## config.mk

```make
export PLATFORM = sky130hd
export DESIGN_NAME = core2axi4l_flat
export DESIGN_NICKNAME = d
export VERILOG_FILES = /design/src/rtl/core2axi4l_pkg.sv /design/src/rtl/core2axi4l_if.sv /design/src/rtl/core2axi4l.sv /design/src/flat_wrapper.sv
export SDC_FILE = /design/constraint.sdc
export NUM_CORES = 1
export LEC_CHECK = 0
export ABC_AREA = 1
export CAP_MARGIN = 5
export CELL_PAD_IN_SITES_DETAIL_PLACEMENT = 1
export CELL_PAD_IN_SITES_GLOBAL_PLACEMENT = 1
export CORE_MARGIN = 3
export CORE_UTILIZATION = 28
export CTS_BUF_LIST = sky130_fd_sc_hd__clkbuf_4 sky130_fd_sc_hd__clkbuf_8 sky130_fd_sc_hd__clkbuf_16
export CTS_CLUSTER_SIZE = 40
export DETAILED_ROUTE_END_ITERATION = 8
export PLACE_DENSITY_LB_ADDON = 0.05
export SLEW_MARGIN = 20
export SYNTH_ARGS = -nofsm -noshare
export SYNTH_HDL_FRONTEND = slang
export SYNTH_SLANG_ARGS = --single-unit
```

## constraint.sdc

```tcl
create_clock -name aclk -period 1.8 [get_ports aclk]
set_input_delay 0.54 -clock aclk [delete_from_list [all_inputs] [get_ports aclk]]
set_output_delay 0.54 -clock aclk [all_outputs]
set_load 0.02 [all_outputs]
```

## src/rtl/core2axi4l_pkg.sv

```systemverilog
// Shared AXI4-Lite response encodings and helpers for the core-to-AXI4-Lite bridge.
package core2axi4l_pkg;

    typedef enum logic [1:0] {
        RESP_OKAY   = 2'b00,
        RESP_EXOKAY = 2'b01,
        RESP_SLVERR = 2'b10,
        RESP_DECERR = 2'b11
    } resp_t;

    localparam int unsigned DEF_ADDR_WIDTH = 32;
    localparam int unsigned DEF_DATA_WIDTH = 32;
    localparam logic [2:0]  PROT_DATA      = 3'b000;
    localparam logic [2:0]  PROT_INSTR     = 3'b100;

    // Both error encodings collapse onto the single core error bit.
    function automatic logic resp_is_err(input resp_t r);
        return (r == RESP_SLVERR) || (r == RESP_DECERR);
    endfunction

endpackage

```

## src/rtl/core2axi4l_if.sv

```systemverilog
// Core memory port (req/gnt/rvalid) and AXI4-Lite bus bundles used by the bridge.
interface core_mem_if #(
    parameter int AW = 32,
    parameter int DW = 32
);
    logic          req;
    logic          gnt;
    logic [AW-1:0] addr;
    logic          we;
    logic [DW/8-1:0] be;
    logic [DW-1:0] wdata;
    logic          rvalid;
    logic [DW-1:0] rdata;
    logic          err;

    modport master (output req, addr, we, be, wdata, input gnt, rvalid, rdata, err);
    modport slave  (input req, addr, we, be, wdata, output gnt, rvalid, rdata, err);
endinterface

interface axi4l_if #(
    parameter int AW = 32,
    parameter int DW = 32
);
    logic            awvalid;
    logic            awready;
    logic [AW-1:0]   awaddr;
    logic [2:0]      awprot;
    logic            wvalid;
    logic            wready;
    logic [DW-1:0]   wdata;
    logic [DW/8-1:0] wstrb;
    logic            bvalid;
    logic            bready;
    logic [1:0]      bresp;
    logic            arvalid;
    logic            arready;
    logic [AW-1:0]   araddr;
    logic [2:0]      arprot;
    logic            rvalid;
    logic            rready;
    logic [DW-1:0]   rdata;
    logic [1:0]      rresp;

    modport master (
        output awvalid, awaddr, awprot, wvalid, wdata, wstrb, bready,
               arvalid, araddr, arprot, rready,
        input  awready, wready, bvalid, bresp, arready, rvalid, rdata, rresp
    );
    modport slave (
        input  awvalid, awaddr, awprot, wvalid, wdata, wstrb, bready,
               arvalid, araddr, arprot, rready,
        output awready, wready, bvalid, bresp, arready, rvalid, rdata, rresp
    );
endinterface

```

## src/rtl/core2axi4l.sv

```systemverilog
// Bridges an Ibex-style req/gnt/rvalid memory port onto an AXI4-Lite manager,
// one transaction in flight at a time.
module core2axi4l
    import core2axi4l_pkg::*;
#(
    parameter int         ADDR_WIDTH = 32,
    parameter int         DATA_WIDTH = 32,
    parameter logic [2:0] AXPROT     = 3'b000
) (
    input  logic     aclk,
    input  logic     aresetn,
    core_mem_if.slave core,
    axi4l_if.master   axi
);

    typedef enum logic [2:0] {
        IDLE,
        READ,
        READ_WAIT,
        WRITE,
        WRITE_WAIT,
        RESP
    } state_t;

    state_t                  state;
    logic [ADDR_WIDTH-1:0]   addr_q;
    logic [DATA_WIDTH-1:0]   wdata_q;
    logic [DATA_WIDTH/8-1:0] be_q;
    logic                    arvalid_q;
    logic                    rready_q;
    logic                    awvalid_q;
    logic                    wvalid_q;
    logic                    bready_q;
    logic                    aw_done;
    logic                    w_done;
    logic                    rvalid_q;
    logic [DATA_WIDTH-1:0]   rdata_q;
    logic                    err_q;

    logic ar_hs;
    logic r_hs;
    logic aw_hs;
    logic w_hs;
    logic aw_fin;
    logic w_fin;

    assign ar_hs  = arvalid_q && axi.arready;
    assign r_hs   = rready_q && axi.rvalid;
    assign aw_hs  = awvalid_q && axi.awready;
    assign w_hs   = wvalid_q && axi.wready;
    assign aw_fin = aw_done || aw_hs;
    assign w_fin  = w_done || w_hs;

    // Gating with aresetn keeps gnt low while reset is asserted even if req is high.
    assign core.gnt    = aresetn && (state == IDLE) && core.req;
    assign core.rvalid = rvalid_q;
    assign core.rdata  = rdata_q;
    assign core.err    = err_q;

    assign axi.awvalid = awvalid_q;
    assign axi.awaddr  = addr_q;
    assign axi.awprot  = AXPROT;
    assign axi.wvalid  = wvalid_q;
    assign axi.wdata   = wdata_q;
    assign axi.wstrb   = be_q;
    assign axi.bready  = bready_q;
    assign axi.arvalid = arvalid_q;
    assign axi.araddr  = addr_q;
    assign axi.arprot  = AXPROT;
    assign axi.rready  = rready_q;

    always_ff @(posedge aclk or negedge aresetn) begin
        if (!aresetn) begin
            state     <= IDLE;
            addr_q    <= '0;
            wdata_q   <= '0;
            be_q      <= '0;
            arvalid_q <= 1'b0;
            rready_q  <= 1'b0;
            awvalid_q <= 1'b0;
            wvalid_q  <= 1'b0;
            bready_q  <= 1'b0;
            aw_done   <= 1'b0;
            w_done    <= 1'b0;
            rvalid_q  <= 1'b0;
            rdata_q   <= '0;
            err_q     <= 1'b0;
        end else begin
            case (state)
                IDLE: begin
                    if (core.req) begin
                        addr_q  <= core.addr;
                        be_q    <= core.be;
                        wdata_q <= core.wdata;
                        aw_done <= 1'b0;
                        w_done  <= 1'b0;
                        if (core.we) begin
                            awvalid_q <= 1'b1;
                            wvalid_q  <= 1'b1;
                            bready_q  <= 1'b1;
                            state     <= WRITE;
                        end else begin
                            arvalid_q <= 1'b1;
                            rready_q  <= 1'b1;
                            state     <= READ;
                        end
                    end
                end

                READ: begin
                    if (ar_hs) begin
                        arvalid_q <= 1'b0;
                        if (r_hs) begin
                            rdata_q  <= axi.rdata;
                            err_q    <= resp_is_err(resp_t'(axi.rresp));
                            rready_q <= 1'b0;
                            rvalid_q <= 1'b1;
                            state    <= RESP;
                        end else begin
                            state <= READ_WAIT;
                        end
                    end
                end

                READ_WAIT: begin
                    if (r_hs) begin
                        rdata_q  <= axi.rdata;
                        err_q    <= resp_is_err(resp_t'(axi.rresp));
                        rready_q <= 1'b0;
                        rvalid_q <= 1'b1;
                        state    <= RESP;
                    end
                end

                // AW and W complete independently; the flags remember which side is already done.
                WRITE: begin
                    if (aw_hs) begin
                        awvalid_q <= 1'b0;
                        aw_done   <= 1'b1;
                    end
                    if (w_hs) begin
                        wvalid_q <= 1'b0;
                        w_done   <= 1'b1;
                    end
                    if (aw_fin && w_fin) begin
                        state <= WRITE_WAIT;
                    end
                end

                WRITE_WAIT: begin
                    if (axi.bvalid) begin
                        rdata_q  <= '0;
                        err_q    <= resp_is_err(resp_t'(axi.bresp));
                        bready_q <= 1'b0;
                        rvalid_q <= 1'b1;
                        state    <= RESP;
                    end
                end

                RESP: begin
                    rvalid_q <= 1'b0;
                    state    <= IDLE;
                end

                default: begin
                    state <= IDLE;
                end
            endcase
        end
    end

endmodule

```

## src/flat_wrapper.sv

```systemverilog
// flat-port wrapper written by rule: the top's interface ports become plain ports
module core2axi4l_flat import core2axi4l_pkg::*;
#(
    parameter int         ADDR_WIDTH = 32,
    parameter int         DATA_WIDTH = 32,
    parameter logic [2:0] AXPROT     = 3'b000
)
  (aclk, aresetn, core_req, core_addr, core_we, core_be, core_wdata, core_gnt, core_rvalid, core_rdata, core_err, axi_awvalid, axi_awaddr, axi_awprot, axi_wvalid, axi_wdata, axi_wstrb, axi_bready, axi_arvalid, axi_araddr, axi_arprot, axi_rready, axi_awready, axi_wready, axi_bvalid, axi_bresp, axi_arready, axi_rvalid, axi_rdata, axi_rresp);
  core_mem_if #(.AW(32), .DW(32)) core_i ();
  axi4l_if #(.AW(32), .DW(32)) axi_i ();
  input  logic aclk;
  input  logic aresetn;
  input wire logic [$bits(core_i.req)-1:0] core_req;
  input wire logic [$bits(core_i.addr)-1:0] core_addr;
  input wire logic [$bits(core_i.we)-1:0] core_we;
  input wire logic [$bits(core_i.be)-1:0] core_be;
  input wire logic [$bits(core_i.wdata)-1:0] core_wdata;
  output wire logic [$bits(core_i.gnt)-1:0] core_gnt;
  output wire logic [$bits(core_i.rvalid)-1:0] core_rvalid;
  output wire logic [$bits(core_i.rdata)-1:0] core_rdata;
  output wire logic [$bits(core_i.err)-1:0] core_err;
  output wire logic [$bits(axi_i.awvalid)-1:0] axi_awvalid;
  output wire logic [$bits(axi_i.awaddr)-1:0] axi_awaddr;
  output wire logic [$bits(axi_i.awprot)-1:0] axi_awprot;
  output wire logic [$bits(axi_i.wvalid)-1:0] axi_wvalid;
  output wire logic [$bits(axi_i.wdata)-1:0] axi_wdata;
  output wire logic [$bits(axi_i.wstrb)-1:0] axi_wstrb;
  output wire logic [$bits(axi_i.bready)-1:0] axi_bready;
  output wire logic [$bits(axi_i.arvalid)-1:0] axi_arvalid;
  output wire logic [$bits(axi_i.araddr)-1:0] axi_araddr;
  output wire logic [$bits(axi_i.arprot)-1:0] axi_arprot;
  output wire logic [$bits(axi_i.rready)-1:0] axi_rready;
  input wire logic [$bits(axi_i.awready)-1:0] axi_awready;
  input wire logic [$bits(axi_i.wready)-1:0] axi_wready;
  input wire logic [$bits(axi_i.bvalid)-1:0] axi_bvalid;
  input wire logic [$bits(axi_i.bresp)-1:0] axi_bresp;
  input wire logic [$bits(axi_i.arready)-1:0] axi_arready;
  input wire logic [$bits(axi_i.rvalid)-1:0] axi_rvalid;
  input wire logic [$bits(axi_i.rdata)-1:0] axi_rdata;
  input wire logic [$bits(axi_i.rresp)-1:0] axi_rresp;
  assign core_i.req = core_req;
  assign core_i.addr = core_addr;
  assign core_i.we = core_we;
  assign core_i.be = core_be;
  assign core_i.wdata = core_wdata;
  assign core_gnt = core_i.gnt;
  assign core_rvalid = core_i.rvalid;
  assign core_rdata = core_i.rdata;
  assign core_err = core_i.err;
  assign axi_awvalid = axi_i.awvalid;
  assign axi_awaddr = axi_i.awaddr;
  assign axi_awprot = axi_i.awprot;
  assign axi_wvalid = axi_i.wvalid;
  assign axi_wdata = axi_i.wdata;
  assign axi_wstrb = axi_i.wstrb;
  assign axi_bready = axi_i.bready;
  assign axi_arvalid = axi_i.arvalid;
  assign axi_araddr = axi_i.araddr;
  assign axi_arprot = axi_i.arprot;
  assign axi_rready = axi_i.rready;
  assign axi_i.awready = axi_awready;
  assign axi_i.wready = axi_wready;
  assign axi_i.bvalid = axi_bvalid;
  assign axi_i.bresp = axi_bresp;
  assign axi_i.arready = axi_arready;
  assign axi_i.rvalid = axi_rvalid;
  assign axi_i.rdata = axi_rdata;
  assign axi_i.rresp = axi_rresp;
  core2axi4l #(.ADDR_WIDTH(ADDR_WIDTH), .DATA_WIDTH(DATA_WIDTH), .AXPROT(AXPROT)) u_core (.aclk(aclk), .aresetn(aresetn), .core(core_i), .axi(axi_i));
endmodule
```

==> flow_metrics.py <==
metrics = {
    "placement": {
        "place_hpwl_mm": 12.9,
        "place_area_um2": 7740,
        "port_buffers": 250,
        "place.gp.congestion": 0.831,
        "post-place-ws_ps": -523,
    },
    "drt": {
        "drt_iter0_drc": 191,
        "num_vias": 4735,
        "drc_errors": 0,
        "wl_per_cell_um": 16.0,
        "ant_nets": 0,
        "wl_mm": 17.1,
        "dr.pass1.iters": 4,
        "vias_per_cell": 4.43,
    },
    "pwr": {
        "netSwitchingFraction": 0.449,
        "seqPwrFrac": 0.311,
        "power_frac_comb": 0.528,
        "power_density_nw_per_um2": 1790,
        "p_clk_frac": 0.161,
        "ir_drop_mv": 0.769,
        "p_sw_uw": 6340,
        "p_leak_uw": 0.00436,
        "p_int_uw": 7800,
        "total_power_uw": 14100,
    },
    "sta": {
        "final.min_clock_period_ps": 1870,
        "rsz0062_at_grt": "true",
        "hold_viol_final": 0,
        "fmaxAchievable_mhz": 535,
        "timing.final.crit_share": 1.04,
        "layout_setup_ws_ps": -68.9,
        "holdWs_ps": 353,
        "worst_slew_pin_slew_ps": 737,
        "relSlewSlack": 0.509,
        "skew_ps": 8.50,
        "slew_violations": 0,
        "setup_viol": 1,
    },
    "yosys": {
        "synth_area_leaders": "dfrtp_1, nand2_1, buf_4",
        "yosys_warnings": 0,
        "avgSynthCellArea_um2": 8.36,
        "netlist_area_um2": 5130,
        "ys_seq_area_frac": 0.546,
        "ys.flop_type": "dfrtp_1",
        "yosysTopAreaCell": "dfrtp_1",
        "ys_seq_elements": 112,
        "synth_enable_flop_cells": 0,
        "synthCells": 614,
        "synth.distinct_cells": 22,
        "async_flop_share": 1.00,
        "synth_top_cell_area_share": 0.546,
    },
    "worst_hold_path": {
        "hold_path_class": "in2async",
    },
    "final_layout": {
        "final_cell_mix": "nand2_1, dlygate4sd2_1, dfrtp_1, clkdlybuf4s50_1, nand3b_1",
        "syn_to_final_growth_pct": 54.2,
        "design_area_um2": 7920,
        "num-nets-final": 953,
        "diodes": 0,
        "layout-drive-gt1-share": 0.0793,
        "final_common_cell": "nand2_1",
    },
    "grt": {
        "gr-max-usage-layer": "met2",
        "grt_remaining_overflow": 0,
        "grt_max_degree": 70,
        "use_met2": 0.298,
        "grt_pass1_wl_mm": 27.4,
        "grt_pass1_vias": 5009,
        "grt_util_met3": 0.0310,
        "grtUsageMet1": 0.217,
        "track_usage": 0.171,
        "antenna_found_initial": 0,
    },
    "cts": {
        "numCtsBuffers": 9,
        "cts.sinks": 112,
        "clockBufferDepth": 2,
        "ctsHtreeMaxLevel": 3,
        "cts_tree": "yes",
        "clkTransAtPathRegs_ps": 80,
        "clk_latency_ps": 350,
        "cts_root_buffer": "clkbuf_16",
    },
    "critical_path": {
        "setup.worst_path.start_class": "primary input",
        "cp.required_ps": 1260,
        "critical-path-top-delay-family": "buffers and inverters",
        "slowest_delay_ps": 500,
        "path_buf_inv": 2,
        "crit_type": "in2out",
        "slowest_stage": "clkdlybuf4s50_1",
        "crit_path_end_kind": "output port",
        "critPathMaxFanout": 2,
        "cp.arrival_ps": 1330,
        "cp_cell_sequence": "clkdlybuf4s50_1 > nand2_2 > nor2_2 > buf_6",
    },
    "die": {
        "die_w_um": 141,
        "placement_rows": 48,
        "die_h_um": 141,
        "io_pins": 259,
        "initial_core_util": 0.292,
        "fp.dieArea_um2": 20000,
        "core_area_um2": 17600,
    },
    "run_status": {
        "violations": "setup timing",
        "status": "finished, violations left",
    },
    "job": {
        "drv_cap": 0,
    },
}
## cells by family (layout without fill, tap and decap cells)
kind of cell | Yosys count | count (layout) | synth area share
buffers and inverters | 86 | 312 | 0.102
AND/OR/NAND/NOR | 406 | 406 | 0.342
AO/OA/AOI/OAI | 9 | 9 | 0.00926
flip-flops | 112 | 112 | 0.546
other | 1 | 6 | 0.000731
## state kept, by name, indices dropped and copies added (netlist names)
name / count
u_core.axi.araddr: 32
u_core.axi.wdata: 32
u_core.core.rdata: 32
u_core.axi.wstrb: 4
u_core.state: 3
u_core.aw_done: 1
u_core.axi.arvalid: 1
u_core.axi.awvalid: 1
u_core.axi.bready: 1
u_core.axi.rready: 1
u_core.axi.wvalid: 1
u_core.core.err: 1
u_core.core.rvalid: 1
u_core.w_done: 1
## power groups by stage
stage	logic [uW]	clock network, uW	registers, uW
floorplan	3410	0	5770
global placement	8460	0	4450
detailed placement	8620	0	4520
CTS	7620	2340	4430
global route	8230	2470	4570
finish	7470	2270	4400
## per-layer routing
layer  up-vias  wire length, um
li1       2291                -
met3        20             1080
met2       154             8540
met4         0              329
met1      2270             7130
met5         -                0
## repair_timing
| action | CTS | global route |
|---|---|---|
| hold buffers | 0 | 0 |
| resized for setup | 144 | 2 |
| pin swaps | 0 | 1 |
| buffers inserted | 0 | 1 |
| setup endpoints to repair | 140 | 60 |
## cell usage after synthesis, types with 3 or more instances
| library cell | instances |
|---|---|
| nand3b_1 | 32 |
| inv_2 | 3 |
| buf_2 | 12 |
| nor2_1 | 6 |
| inv_1 | 18 |
| clkbuf_1 | 6 |
| buf_4 | 44 |
| nand3_1 | 17 |
| o21ai_0 | 5 |
| nand2_1 | 329 |
| nand2_2 | 14 |
| dfrtp_1 | 112 |
| buf_6 | 3 |
## path summary, 6_finish.rpt
path                                              end  slack (ps)                  from  cells after the start
worst min register to register   u_core.axi.wdata[29]         470  u_core.axi.wdata[29]                      2
worst min-delay path                  u_core.state[2]         350               aresetn                      2
max in group asynchronous       u_core.core.rdata[13]         480               aresetn                      3
min in group aclk                u_core.axi.wdata[29]         470  u_core.axi.wdata[29]                      2
worst max-delay path                         core_gnt         -70              core_req                      4
worst max register to register     u_core.axi.awvalid         140       u_core.state[2]                      9
## cell type report
cell class                 count  area, um^2
clock buffer                  11         253
clock inverter                 5        87.6
fill                        2121        9680
inverter                      21        78.8
multi-input combinational    421        1830
sequential                   112        2800
tap                          225         282
timing repair buffer         275        2580
## through the flow
stage	setup TNS [ps]	std cells	utilization
after floorplan	0	619	-
after global placement	-25520	1053	0.440
after detailed placement	-29200	1053	0.440
after CTS	-83.6	1069	0.449
after global routing	-343	1070	0.450
final	-68.9	1070	0.450
Power figures use the tool's default switching activity.
